===== src/rtl/gate_test_pkg.sv =====
// Shared definitions for the gate self-tester.
//   gate_state_t : tester FSM state encoding
//   NUM_VECTORS  : number of input vectors applied to a 2-input gate
package gate_test_pkg;

  localparam int NUM_VECTORS = 4;

  typedef enum logic [1:0] {
    ST_IDLE   = 2'd0,
    ST_SETTLE = 2'd1,
    ST_CHECK  = 2'd2,
    ST_DONE   = 2'd3
  } gate_state_t;

endpackage : gate_test_pkg


===== src/rtl/settle_timer.sv =====
// Settle timer: counts cycles a stimulus vector has been held.
// Ports:
//   i_Clk, i_Rst : clock, async active-high reset
//   i_Clear      : synchronous clear to zero (has priority over enable)
//   i_Enable     : count up by one this cycle
//   o_Tc         : high while the count equals SETTLE_CYCLES-1
module settle_timer #(
  parameter int SETTLE_CYCLES = 10
) (
  input  logic i_Clk,
  input  logic i_Rst,
  input  logic i_Clear,
  input  logic i_Enable,
  output logic o_Tc
);

  localparam int CW = $clog2(SETTLE_CYCLES + 1);
  localparam logic [CW-1:0] TC_VAL = CW'(SETTLE_CYCLES - 1);

  logic [CW-1:0] count;

  // Counting stops at the terminal value so the counter can never wrap,
  // even if enable is held past terminal count.
  always_ff @(posedge i_Clk or posedge i_Rst) begin
    if (i_Rst) begin
      count <= '0;
    end else if (i_Clear) begin
      count <= '0;
    end else if (i_Enable && (count != TC_VAL)) begin
      count <= count + 1'b1;
    end
  end

  assign o_Tc = (count == TC_VAL);

endmodule : settle_timer


===== src/rtl/gate_self_tester.sv =====
// Exhaustive self-tester for a 2-input combinational gate. Applies the four
// input vectors in order, waits SETTLE_CYCLES for each, compares the gate
// response with the EXPECTED truth table and reports a verdict.
// Ports:
//   i_Clk, i_Rst        : clock, async active-high reset
//   i_Start             : start request (accepted only in IDLE or DONE)
//   i_Result            : response of the gate under test
//   o_Stim_1, o_Stim_2  : gate inputs (vector index bit 1 / bit 0)
//   o_Busy              : sequence running
//   o_Done              : sequence complete, verdict valid
//   o_Pass, o_Fail      : verdict
//   o_Fail_Vector       : index of first mismatching vector (0 if none)
//   o_Error_Count       : number of mismatching vectors
//
// state     | meaning
// ----------+-----------------------------------------------------------
// ST_IDLE   | waiting for start, stim held at 00
// ST_SETTLE | current vector applied, waiting for the gate to settle
// ST_CHECK  | single cycle: compare i_Result with EXPECTED[index]
// ST_DONE   | verdict held, stim at 00, waiting for restart
module gate_self_tester
  import gate_test_pkg::*;
#(
  parameter int         SETTLE_CYCLES = 10,
  parameter logic [3:0] EXPECTED      = 4'b1000
) (
  input  logic       i_Clk,
  input  logic       i_Rst,
  input  logic       i_Start,
  input  logic       i_Result,
  output logic       o_Stim_1,
  output logic       o_Stim_2,
  output logic       o_Busy,
  output logic       o_Done,
  output logic       o_Pass,
  output logic       o_Fail,
  output logic [1:0] o_Fail_Vector,
  output logic [2:0] o_Error_Count
);

  localparam logic [1:0] LAST_IDX = 2'(NUM_VECTORS - 1);

  gate_state_t state, state_nxt;
  logic [1:0]  idx, idx_nxt;
  logic [2:0]  err_nxt;
  logic [1:0]  fail_vec_nxt;
  logic        busy_nxt, done_nxt;
  logic [1:0]  stim_nxt;
  logic        timer_clear, timer_en, timer_tc;

  settle_timer #(
    .SETTLE_CYCLES(SETTLE_CYCLES)
  ) u_settle_timer (
    .i_Clk   (i_Clk),
    .i_Rst   (i_Rst),
    .i_Clear (timer_clear),
    .i_Enable(timer_en),
    .o_Tc    (timer_tc)
  );

  always_comb begin
    state_nxt    = state;
    idx_nxt      = idx;
    err_nxt      = o_Error_Count;
    fail_vec_nxt = o_Fail_Vector;
    timer_clear  = 1'b0;
    timer_en     = 1'b0;

    case (state)
      ST_IDLE, ST_DONE: begin
        if (i_Start) begin
          state_nxt    = ST_SETTLE;
          idx_nxt      = 2'd0;
          err_nxt      = 3'd0;
          fail_vec_nxt = 2'd0;
          timer_clear  = 1'b1;
        end
      end
      ST_SETTLE: begin
        timer_en = 1'b1;
        if (timer_tc) begin
          state_nxt = ST_CHECK;
        end
      end
      ST_CHECK: begin
        timer_clear = 1'b1;
        if (i_Result != EXPECTED[idx]) begin
          err_nxt = o_Error_Count + 3'd1;
          // Only the first mismatch of a run records its vector.
          if (o_Error_Count == 3'd0) begin
            fail_vec_nxt = idx;
          end
        end
        if (idx == LAST_IDX) begin
          state_nxt = ST_DONE;
        end else begin
          idx_nxt   = idx + 2'd1;
          state_nxt = ST_SETTLE;
        end
      end
      default: state_nxt = ST_IDLE;
    endcase

    // Outputs are derived from the next state so they can be registered
    // and still line up with the state they describe.
    busy_nxt = (state_nxt == ST_SETTLE) || (state_nxt == ST_CHECK);
    done_nxt = (state_nxt == ST_DONE);
    stim_nxt = busy_nxt ? idx_nxt : 2'b00;
  end

  always_ff @(posedge i_Clk or posedge i_Rst) begin
    if (i_Rst) begin
      state         <= ST_IDLE;
      idx           <= 2'd0;
      o_Stim_1      <= 1'b0;
      o_Stim_2      <= 1'b0;
      o_Busy        <= 1'b0;
      o_Done        <= 1'b0;
      o_Pass        <= 1'b0;
      o_Fail        <= 1'b0;
      o_Fail_Vector <= 2'd0;
      o_Error_Count <= 3'd0;
    end else begin
      state         <= state_nxt;
      idx           <= idx_nxt;
      o_Stim_1      <= stim_nxt[1];
      o_Stim_2      <= stim_nxt[0];
      o_Busy        <= busy_nxt;
      o_Done        <= done_nxt;
      o_Pass        <= done_nxt && (err_nxt == 3'd0);
      o_Fail        <= done_nxt && (err_nxt != 3'd0);
      o_Fail_Vector <= fail_vec_nxt;
      o_Error_Count <= err_nxt;
    end
  end

endmodule : gate_self_tester


===== config.mk =====
export PLATFORM = sky130hd
export DESIGN_NAME = gate_self_tester
export DESIGN_NICKNAME = d
export VERILOG_FILES = /design/src/rtl/gate_test_pkg.sv /design/src/rtl/settle_timer.sv /design/src/rtl/gate_self_tester.sv
export SDC_FILE = /design/constraint.sdc
export NUM_CORES = 1
export LEC_CHECK = 0
export BUFFER_PORTS_ARGS = -buffer_cell sky130_fd_sc_hd__buf_2
export CORE_MARGIN = 2
export CORE_UTILIZATION = 50
export CTS_BUF_LIST = sky130_fd_sc_hd__clkbuf_8
export DETAILED_ROUTE_END_ITERATION = 8
export PLACE_DENSITY = 0.73
export SYNTH_ARGS = -nofsm -noshare
export SYNTH_HDL_FRONTEND = slang
export SYNTH_HIERARCHICAL = 1
export SYNTH_SLANG_ARGS = --single-unit

===== constraint.sdc =====
create_clock -name i_Clk -period 1.9 [get_ports i_Clk]
set_input_delay 0.19 -clock i_Clk [delete_from_list [all_inputs] [get_ports i_Clk]]
set_output_delay 0.19 -clock i_Clk [all_outputs]
set_load 0.02 [all_outputs]

After elaboration in Yosys (flattened, before gate mapping)
Index checks and enable logic that the tools add are counted.
{"block": "word_totals", "regBits": 19, "in_bits": 4, "out_inout_bits": 11, "word_cells": 62}
{"block": "op_classes", "n_addsub": 3, "magnitude_cmp": 1, "n_eq_ne": 13, "muxes": 22, "reduce_logical": 12}
{"cell": "2-to-1 mux 2 bit", "n": 9}
{"cell": "equality test 2 bit, second input constant", "n": 5}
{"cell": "2-to-1 mux 4 bit", "n": 2}
{"cell": "one-hot mux 2 bit (2 select lines)", "n": 2}
{"cell": "logical NOT 3 bit", "n": 2}
{"cell": "2-to-1 mux 3 bit", "n": 2}
{"cell": "inequality test 2 bit, second input constant", "n": 3}
{"cell": "one-hot mux 2 bit (3 select lines)", "n": 1}
{"cell": "one-hot mux 3 bit (2 select lines)", "n": 1}
{"cell": "adder 4 x 1 -> 4 bit, second input constant", "n": 1}
{"cell": "equality test 2 x 1 -> 1 bit, second input constant", "n": 2}
{"cell": "equality test 4 bit, second input constant", "n": 1}
{"cell": "inequality test 4 bit, second input constant", "n": 1}
{"cell": "AND reduction 4 bit", "n": 1}
{"cell": "nonzero test 2 bit", "n": 2}
{"cell": "adder 3 x 1 -> 3 bit, second input constant", "n": 1}
{"cell": "logical AND 1 bit", "n": 3}
{"cell": "less-than comparator 2 x 3 -> 1 bit, second input constant", "n": 1}
{"cell": "2-to-1 mux 1 bit", "n": 3}
{"cell": "nonzero test 3 bit", "n": 1}
{"cell": "adder 2 x 1 -> 2 bit, second input constant", "n": 1}
{"cell": "binary-select mux 1 bit (select 2 bit)", "n": 1}
{"cell": "logical NOT 2 bit", "n": 1}
{"cell": "one-hot mux 1 bit (2 select lines)", "n": 1}
{"cell": "3 further kinds", "n": 3}

Longest topological paths before layout
Gate-level depths: netlist of the first run.
{"block": "logic_depth", "word_depth": 7, "ltp_mapped": 9, "depth_no_buf": 9}

Hierarchy
The synthesis of the first run kept the hierarchy.
{"mod": "gate_self_tester", "instances": 1, "cells_each": 88, "area_per_inst_um2": 883.3, "seq_area_each_um2": 375.4}
{"mod": "settle_timer", "instances": 1, "cells_each": 24, "area_per_inst_um2": 240.2, "seq_area_each_um2": 100.1}

Worst setup path after synthesis of the first run
No wires, ideal clock.
{"block": "synth_timing", "kind": "register to register", "start": "register state[0]", "end": "register o_Fail", "setup_ns": 0.119, "t_arrival_ns": 1.697, "required_ns": 1.781, "setup_slack_ns": 0.084, "stages_incl_launch_ff": 7, "path_buffers": 0, "synth_period_minus_slack_ns": 1.816, "cell_sequence": "dfrtp_1 inv_1 ha_1 nor2b_4 or2_4 a221o_1 o21a_1"}
{"block": "synth_via", "elab_chain_cells": 5, "elab_cells_between_ends": 12, "cone_classes": "eq/ne: 4; mux: 4; reduce/logical: 4"}
{"item": "start: declaration", "line_no": "gate_self_tester.sv:43", "source": "gate_state_t state, state_nxt;"}
{"item": "start signal: assignment", "line_no": "gate_self_tester.sv:124", "source": "state <= state_nxt;"}
{"item": "equality test 2 bit or logical NOT 2 bit (tied branches)", "line_no": "gate_self_tester.sv:69", "source": "case (state)"}
{"item": "OR reduction 2 bit", "line_no": "gate_self_tester.sv:69"}
{"item": "one-hot mux 3 bit (2 select lines) (*)", "line_no": "gate_self_tester.sv:69"}
{"item": "net err_nxt[2]", "line_no": "gate_self_tester.sv:45", "source": "logic [2:0] err_nxt;"}
{"item": "nonzero test 3 bit (*)", "line_no": "gate_self_tester.sv:131", "source": "o_Fail <= done_nxt && (err_nxt != 3'd0);"}
{"item": "logical AND 1 bit (*)", "line_no": "gate_self_tester.sv:131"}
{"item": "end signal: assignment", "line_no": "gate_self_tester.sv:131"}
{"item": "end: declaration", "line_no": "gate_self_tester.sv:36", "source": "output logic o_Fail,"}
Mark *: on every way through the listed nets, which the timed path passes. The rest lies on a longest branch.
A chain may end at the register's enable or synchronous reset.

Worst setup path in the final report of the first run
Ends and elaborated chain as after synthesis.

==> impl_metrics.csv, run 1 <==
group,metric,value,unit
outcome,status,"finished, final reports clean",
final_layout,layout_common_cells,"dfrtp_1 (19), buf_2 (14), inv_1 (13), o21ai_0 (8)",
floorplan,die_h,51.4,um
setup_path,cp_top_family,"compound AO/OA/AOI/OAI gates",
final_layout,fill_cells,201,
pwr,seqPwrFrac,38.4,%
cts,clockRootBuffer,"clkbuf_8",
synth,ys_seq_area_share,42.3,%
global_routing,antenna_found_initial,0,
cts,cts_tree,"done",
setup_path,crit_arrival,1960,ps
cts,insertion_delay,260,ps
cts,htreeDepth,1,
floorplan,die-area,2640,sq um
setup_path,start_kind,"flop",
sta,period_share,95.0,%
global_routing,top_usage_layer,"met2",
final_layout,diodes,0,
synth,synth_edf_count,0,
synth,synth_area_leaders,"dfrtp_1 (42%), ha_1 (7.8%), inv_1 (4.0%)",
setup_path,path_buf_inv,1,
sta,max_freq,554,MHz
global_routing,grt_util_met2,26.9,%
sta,worst_pin_slew,574,ps
synth,synth_area_leader_cell,"dfrtp_1",
global_routing,grt_overflow,0,
floorplan,ios,15,
setup_path,crit_start,"state[0]",
synth,netlist_instances,112,
synth,synth-warning-count,6,
setup_path,path_cells,"inv_1 > ha_1 > nor2b_4 > or2_4 > a221o_1 > o21a_1",
pwr,p_comb_share,42.4,%
pwr,swShare,37.0,%
global_routing,grt_first_pass_wirelength,3550,um
run,drv_cap,0,
sta,setup_viol,0,
floorplan,start_util,51.8,%
setup_path,reg2reg_slack,90,ps
cts,path_clk_slew,70,ps
synth,synth_flop_cell,"dfrtp_1",
pwr,peakVddDrop,0.000632,V
setup_path,critPathSlowestCell,"dfrtp_1",
floorplan,core,2170,sq um
final_layout,layout-drive-gt1-share,26.0,%
final_layout,area_growth,15.3,%
sta,rsz0062_at_grt,"false",
drt,detail_route.vias_per_cell,5.41,
sta,drv_slew,0,
floorplan,die_w,51.4,um
synth,synth_area,1120,sq um
drt,drt_pre_antenna_iters,4,
sta,fin_crit,1810,ps
final_layout,final_common_cell,"dfrtp_1",
drt,drc_errors,0,
place,dp_slack,78.5,ps
setup_path,critPathRequiredTime,2050,ps
global_routing,grt_pass1_vias,789,
final_layout,fin_nets,143,
cts,post_cts_buffers,0,
synth,synth_top_area_share,42.3,%
setup_path,max_stage_delay,370,ps
cts,clock-sinks,19,
place,port_buffers,14,
sta,final_hold_viol_count,0,
setup_path,crit_fanout,7,
place,post-dp-hpwl,1550,um
place,place_congestion,0.827,
sta,maxSlewHeadroom,61.7,%
synth,synthesis.nets,123,
pwr,power.density,1120,nW/um^2
drt,post_drt_wl_per_cell,13.0,um
drt,num_vias,860,
global_routing,grt.total_usage,18.2,%
pwr,p_leak,0.672,nW
sta,skew,1.44,ps
synth,yosysUniqueCellTypes,41,
sta,hold_ws,357,ps
setup_path,r2r-start,"state[0]",
setup_path,path_class,"flop to flop",
cts,numCtsBuffers,3,
synth,synth-async-reset-ratio,100,%
min_path,holdCritPathClass,"input pin to asynchronous set/reset pin",
synth,synth.avg_cell_area,10.0,sq um
synth,ys_ff_latch,19,
cts,clockBufferDepth,2,
sta,setup_ws,94.6,ps
global_routing,grt_max_degree,16,
global_routing,use_met1,26.4,%
sta,finalSetupTns,0,ps
setup_path,critPathCaptureType,"flop",
pwr,clkPwrFrac,19.3,%
floorplan,rows,17,
drt,antenna_left,0,
global_routing,grt_util_met3,2.63,%
drt,wl,2070,um
drt,drt_iter0_drc,9,
pwr,p_sw,538,uW
pwr,internal-power,916,uW
[final timing paths]
check / to / cells past startpoint
max in group asynchronous: o_Pass / 3
min in group i_Clk: state[1] / 3
hold reg to reg: u_settle_timer/count[2] / 2
hold / removal: u_settle_timer/count[2] / 3
setup / recovery: o_Fail / 6
setup reg to reg: o_Fail / 6
[layout make-up]
class	instances	area, sq um	area share, %
Inverter	12	45.0	3.48
Timing Repair Buffer	19	110	8.50
Sequential cell	19	475	36.7
Clock inverter	1	3.75	0.290
Multi-Input combinational cell	77	584	45.1
Clock buffer	3	41.3	3.19
Tap cell	28	35.0	2.71
[tightest hold or removal path: cells and delay by family]
| family | cells | cell delay [ps] |
|---|---|---|
| buf+inv | 3 | 780 |
[cell usage after synthesis (3+ instances only)]
| cell | instances |
|---|---|
| and2_1 | 3 |
| a22o_1 | 3 |
| ha_1 | 7 |
| nand2_1 | 7 |
| dfrtp_1 | 19 |
| nand3_1 | 3 |
| nor2_1 | 7 |
| o31ai_1 | 3 |
| o21ai_0 | 8 |
| inv_1 | 12 |
| nand2b_1 | 3 |
[cell families after synthesis]
family	share of synthesized area [%]
buffers and inverters	6.35
AO/OA/AOI/OAI	20.4
XOR/XNOR	0.780
flip-flops	42.3
adder cells (fa/ha/maj)	7.79
multiplexers	2.78
AND/OR/NAND/NOR	19.6
[sequential cells by signal (all words and copies together), names as in the netlist, 2 cells and up]
register,flops
idx,2
o_Error_Count,3
state,2
u_settle_timer/count,4
o_Fail_Vector,2
[repair_timing]
item / in CTS / in global routing
resized for setup: 0 / 3
endpoints found under the setup margin: 0 / 4
hold buffers: 1 / 0
endpoints found under the hold margin: 4 / 0
[per-layer routing]
layer  vias up  part of all wire [%]
li1        429                     -
met1       410                    52
met2        19                    43
met3         2                   3.7
met4         0                   1.4
met5         -                     0
[power groups by stage]
stage	Clock (mW)	Combinational, mW	Sequential (mW)
after global routing	0.303	0.695	0.567
after floorplan	0	0.427	0.567
final	0.280	0.616	0.558
after global placement	0	0.569	0.559
after detailed placement	0	0.597	0.563
after CTS	0.284	0.599	0.558
[through the flow]
step	power [mW]	area (sq um)	utilization (%)	instances
final	1.45	1290	59.7	159
after global routing	1.56	1290	59.7	159
after CTS	1.44	1290	59.3	159
after detailed placement	1.16	1230	56.8	154
after global placement	1.13	1230	56.8	154
after floorplan	0.994	1120	-	112
(Power assumes the default switching activity.)
==> inputs of run 2 (changes only) <==
Settings changed: ABC_CLOCK_PERIOD_IN_PS set to 1900, CELL_PAD_IN_SITES_DETAIL_PLACEMENT set to 1, CELL_PAD_IN_SITES_GLOBAL_PLACEMENT set to 1, CORE_UTILIZATION 50 to 41, PLACE_DENSITY 0.73 to 0.77.
==> run 2 against run 1 <==
Die area increased by 20%; combinational power increased by 6.5%; sequential power increased by 0.7%; cell area increased by 1.2%.
==> impl_metrics.csv, run 2 (synthesized netlist as in run 1, its figures left out) <==
group,metric,value,unit
floorplan,die-area,3180,sq um
place,post-dp-hpwl,1900,um
place,place_area,1230,sq um
setup_path,critPathSlowestCell,"dfrtp_1",
sta,skew,4.05,ps
final_layout,largest-register,"u_settle_timer/count",
setup_path,path_class,"flop to flop",
sta,fin_crit,1840,ps
global_routing,grt_overflow,0,
global_routing,antenna_found_initial,0,
setup_path,r2r-start,"state[0]",
pwr,p_comb_share,43.8,%
final_layout,largest_register_ffs,4,
cts,clockBufferDepth,2,
sta,worst_pin_slew,595,ps
cts,insertion_delay,260,ps
cts,path_clk_slew,70,ps
outcome,status,"finished, final reports clean",
setup_path,start_kind,"flop",
floorplan,die_w,56.4,um
sta,max_freq,543,MHz
drt,post_drt_wl_per_cell,15.4,um
setup_path,critPathCaptureType,"flop",
drt,drc_errors,0,
drt,antenna_left,0,
cts,cts_tree,"done",
setup_path,critPathRequiredTime,2050,ps
floorplan,core,2540,sq um
sta,setup_viol,0,
pwr,p_leak,0.676,nW
pwr,internal-power,932,uW
final_layout,layout-drive-gt1-share,28.8,%
place,dp_slack,12.2,ps
setup_path,rr_worst_depth,5,
drt,drt_iter0_drc,10,
sta,drv_slew,0,
global_routing,grt_pass1_vias,973,
final_layout,reg_top3,"u_settle_timer/count: 4 flops, o_Error_Count: 3 flops",
setup_path,cp-endpoint,"o_Fail",
setup_path,reg2reg_slack,60,ps
setup_path,crit_fanout,8,
setup_path,rr_endpoint,"o_Fail",
floorplan,ios,15,
floorplan,start_util,44.1,%
setup_path,crit_start,"state[0]",
global_routing,grt_first_pass_wirelength,4410,um
final_layout,fill_cells,294,
final_layout,area_growth,16.6,%
sta,maxSlewHeadroom,60.3,%
sta,finalSetupTns,0,ps
cts,clockRootBuffer,"clkbuf_8",
run,drv_cap,0,
final_layout,stdcell_area,1310,sq um
final_layout,layout_common_cells,"dfrtp_1 (19), buf_2 (14), inv_1 (11), o21ai_0 (8)",
pwr,clkPwrFrac,18.7,%
pwr,swShare,37.8,%
final_layout,fin_nets,144,
pwr,seqPwrFrac,37.5,%
setup_path,path_cells,"buf_4 > ha_1 > or2_4 > a221o_1 > o21a_1",
drt,drt_pre_antenna_iters,4,
sta,setup_ws,59.3,ps
cts,htreeDepth,1,
sta,period_share,96.9,%
cts,clock-sinks,19,
place,place_congestion,0.825,
drt,num_vias,897,
setup_path,max_stage_delay,420,ps
global_routing,grt.total_usage,17.5,%
drt,detail_route.vias_per_cell,5.54,
sta,hold_ws,369,ps
floorplan,rows,18,
drt,wl,2490,um
final_layout,final_common_cell,"dfrtp_1",
global_routing,grt_max_degree,16,
sta,final_hold_viol_count,0,
setup_path,crit_arrival,1990,ps
pwr,power.density,1140,nW/um^2
place,port_buffers,14,
min_path,holdCritPathClass,"input pin to asynchronous set/reset pin",
final_layout,diodes,0,
pwr,p_sw,566,uW
cts,numCtsBuffers,3,
pwr,peakVddDrop,0.000669,V
floorplan,die_h,56.4,um
## run 2: timing repair
item                       4_1_cts  5_1_grt
hold buffers                     1        0
pin swaps                        0        2
setup endpoints to repair        3        4
gates resized for setup          1        4
hold endpoints to repair         4        0
setup buffers                    0        1
## run 2: critical path: cells and delay by family, from the launching register on
kind | cells | cell delay [ps]
AND/OR/NAND/NOR | 1 | 310
AO/OA/AOI/OAI | 2 | 560
buffers and inverters | 1 | 150
flip-flops | 1 | 420
adder cells (fa/ha/maj) | 1 | 300
## run 2: final cells by class
type	count	area (sq um)	area share, %
repair buffers	20	118	8.98
well taps	30	37.5	2.87
multi-input cells	77	588	44.9
clock inverters	1	5.00	0.382
inverters	12	45.0	3.44
clock buffers	3	41.3	3.15
flip-flops and latches	19	475	36.3
## run 2: worst min path at each step
stage | depth (start not counted) | startpoint | endpoint | slack [ps]
2_1_floorplan | 1 | i_Rst | u_settle_timer/count[0] | -40
3_3_place_gp | 2 | i_Rst | u_settle_timer/count[2] | 90
3_5_place_dp | 2 | i_Rst | u_settle_timer/count[2] | 100
4_1_cts | 3 | i_Rst | u_settle_timer/count[1] | 380
5_1_grt | 3 | i_Rst | u_settle_timer/count[2] | 380
6_report | 3 | i_Rst | u_settle_timer/count[1] | 370
## run 2: power groups by stage
stage | Combinational [mW] | Sequential (mW) | Clock (mW)
2_1_floorplan | 0.427 | 0.567 | 0
3_3_place_gp | 0.583 | 0.560 | 0
3_5_place_dp | 0.612 | 0.569 | 0
4_1_cts | 0.619 | 0.561 | 0.289
5_1_grt | 0.745 | 0.575 | 0.305
6_report | 0.656 | 0.562 | 0.280
## run 2: through the flow
stage / power (mW) / cells / util, %
3_3_place_gp: 1.14 / 156 / 48.5
5_1_grt: 1.63 / 162 / 51.5
2_1_floorplan: 0.994 / 112 / -
3_5_place_dp: 1.18 / 156 / 48.5
4_1_cts: 1.47 / 161 / 50.7
6_report: 1.50 / 162 / 51.5
## run 2: routing by layer
layer | share of wire [%] | vias up | wire [um] | track usage, %
met4 | 0.68 | 0 | 17 | 4.08
met2 | 48 | 15 | 1190 | 28.2
met1 | 49 | 445 | 1210 | 23.8
met3 | 3.0 | 4 | 75 | 4.15
li1 | - | 433 | - | -
met5 | 0 | - | 0 | 0
==> inputs of run 3 (changes only) <==
Settings changed: REMOVE_ABC_BUFFERS set to 1.
==> run 3 against run 2 <==
Clock-buffer cell count unchanged; sequential share of layout area down 0.95 points; final cell count up 2.5%; critical path depth up 1; clock skew down 3.5 ps; clock power up 2%; via count down 1.3%; power up 4.9%.
==> impl_metrics.csv, run 3 (synthesized netlist as in run 1, its figures left out) <==
group,metric,value,unit
outcome,status,"finished, final reports clean",
cts,cts_tree,"done",
final_layout,largest_register_ffs,4,
final_layout,regArea,475,sq um
sta,period_share,97.2,%
drt,antenna_left,0,
cts,numCtsBuffers,3,
pwr,p_leak,0.694,nW
setup_path,r2r-start,"state[0]",
cts,clock-sinks,19,
setup_path,critPathRequiredTime,2050,ps
setup_path,rr_endpoint,"o_Fail",
floorplan,die_h,56.4,um
drt,drt_pre_antenna_iters,3,
final_layout,final_common_cell,"dfrtp_1",
place,dp_slack,5.45,ps
setup_path,start_kind,"flop",
sta,finalSetupTns,0,ps
global_routing,grt_overflow,0,
setup_path,crit_fanout,7,
sta,maxSlewHeadroom,60.4,%
floorplan,start_util,44.1,%
final_layout,fin_nets,148,
setup_path,critPathCaptureType,"flop",
final_layout,fin_util,52.9,%
setup_path,crit_arrival,1990,ps
sta,setup_viol,0,
setup_path,crit_start,"state[0]",
setup_path,path_cells,"inv_1 > ha_1 > nor2b_4 > or2_4 > a221o_1 > o21a_1",
sta,skew,0.598,ps
drt,detail_route.vias_per_cell,5.33,
floorplan,rows,18,
global_routing,grt_first_pass_wirelength,4420,um
setup_path,reg2reg_slack,50,ps
global_routing,top_usage_layer,"met2",
setup_path,cp-endpoint,"o_Fail",
sta,fin_crit,1850,ps
floorplan,core,2540,sq um
sta,drv_slew,0,
global_routing,grt_max_degree,16,
run,drv_cap,0,
cts,htreeDepth,1,
setup_path,path_class,"flop to flop",
global_routing,grt_util_met3,4.15,%
final_layout,layout_common_cells,"dfrtp_1 (19), buf_2 (14), inv_1 (12), buf_4 (9), o21ai_0 (8)",
setup_path,max_stage_delay,370,ps
place,port_buffers,14,
setup_path,critPathSlowestCell,"dfrtp_1",
global_routing,grt_util_met2,33.8,%
global_routing,grt_pass1_vias,966,
drt,post_drt_wl_per_cell,16.1,um
drt,wl,2670,um
floorplan,die-area,3180,sq um
final_layout,layout-drive-gt1-share,31.6,%
place,place_congestion,0.755,
cts,path_clk_slew,70,ps
pwr,power.density,1170,nW/um^2
cts,clockRootBuffer,"clkbuf_8",
drt,drt_iter0_drc,9,
drt,num_vias,885,
sta,setup_ws,53.9,ps
cts,insertion_delay,250,ps
floorplan,die_w,56.4,um
sta,worst_pin_slew,593,ps
pwr,peakVddDrop,0.000657,V
sta,final_hold_viol_count,0,
final_layout,largest-register,"u_settle_timer/count",
sta,max_freq,542,MHz
cts,clockBufferDepth,2,
floorplan,ios,15,
global_routing,use_met1,19.4,%
final_layout,area_growth,19.7,%
final_layout,multi_input_area,593,sq um
global_routing,grt.total_usage,17.8,%
min_path,holdCritPathClass,"input pin to asynchronous set/reset pin",
place,post-dp-hpwl,1990,um
drt,drc_errors,0,
final_layout,diodes,0,
final_layout,reg_top3,"u_settle_timer/count: 4 flops, o_Error_Count: 3 flops",
sta,hold_ws,366,ps
global_routing,antenna_found_initial,0,
final_layout,fill_cells,303,
setup_path,rr_worst_depth,6,
[run 3: changes by cell type in the layout (fill, tap and decap cells not counted)]
cell	before	now
inv_1	11	12
ha_2	0	2
ha_1	7	5
buf_4	5	9
inv_2	1	0
[run 3: critical path: cells and delay by family, from the launching register on]
kind | cells | cell delay (ps)
AO/OA/AOI/OAI | 2 | 570
flip-flops | 1 | 370
buffers and inverters | 1 | 80
adder cells (fa/ha/maj) | 1 | 310
AND/OR/NAND/NOR | 2 | 420
[run 3: routing by layer]
layer  part of all wire, %  vias up
met4                  0.37        0
met2                    56        7
met1                    41      438
li1                      -      438
met5                     0        -
met3                   1.9        2
[run 3: repair_timing]
item                       4_1_cts  5_1_grt
setup buffers                    0        3
setup endpoints to repair        2        4
pin swaps                        0        1
hold endpoints to repair         4        0
hold buffers                     1        0
resized for setup                3        3
[run 3: how the worst min path moves through the flow]
stage | from | endpoint | slack [ps]
final | i_Rst | u_settle_timer/count[1] | 370
after global routing | i_Rst | u_settle_timer/count[3] | 400
after CTS | i_Rst | u_settle_timer/count[3] | 360
after detailed placement | i_Rst | u_settle_timer/count[3] | 100
after global placement | i_Rst | u_settle_timer/count[3] | 90
after floorplan | i_Rst | u_settle_timer/count[0] | -40
[run 3: layout make-up]
| cell class | count | share of cell area (%) |
|---|---|---|
| Multi-Input combinational cell | 77 | 44.1 |
| Sequential cell | 19 | 35.3 |
| Timing Repair Buffer | 24 | 11.0 |
| Inverter | 12 | 3.35 |
| Clock buffer | 3 | 3.07 |
| Tap cell | 30 | 2.79 |
| Clock inverter | 1 | 0.372 |
[run 3: where the power goes]
| group | internal (mW) | total [mW] | switching, mW | leakage (nW) |
|---|---|---|---|---|
| registers | 0.484 | 0.546 | 0.0618 | 0.254 |
| clock network | 0.146 | 0.285 | 0.139 | 0.0255 |
| logic | 0.349 | 0.740 | 0.390 | 0.415 |
| total | 0.979 | 1.57 | 0.591 | 0.694 |
[run 3: per-stage QoR]
step	std cells	area, sq um	total power, mW
floorplan	108	1100	0.984
global placement	158	1250	1.16
detailed placement	158	1250	1.21
CTS	163	1310	1.52
global route	166	1350	1.69
finish	166	1350	1.57
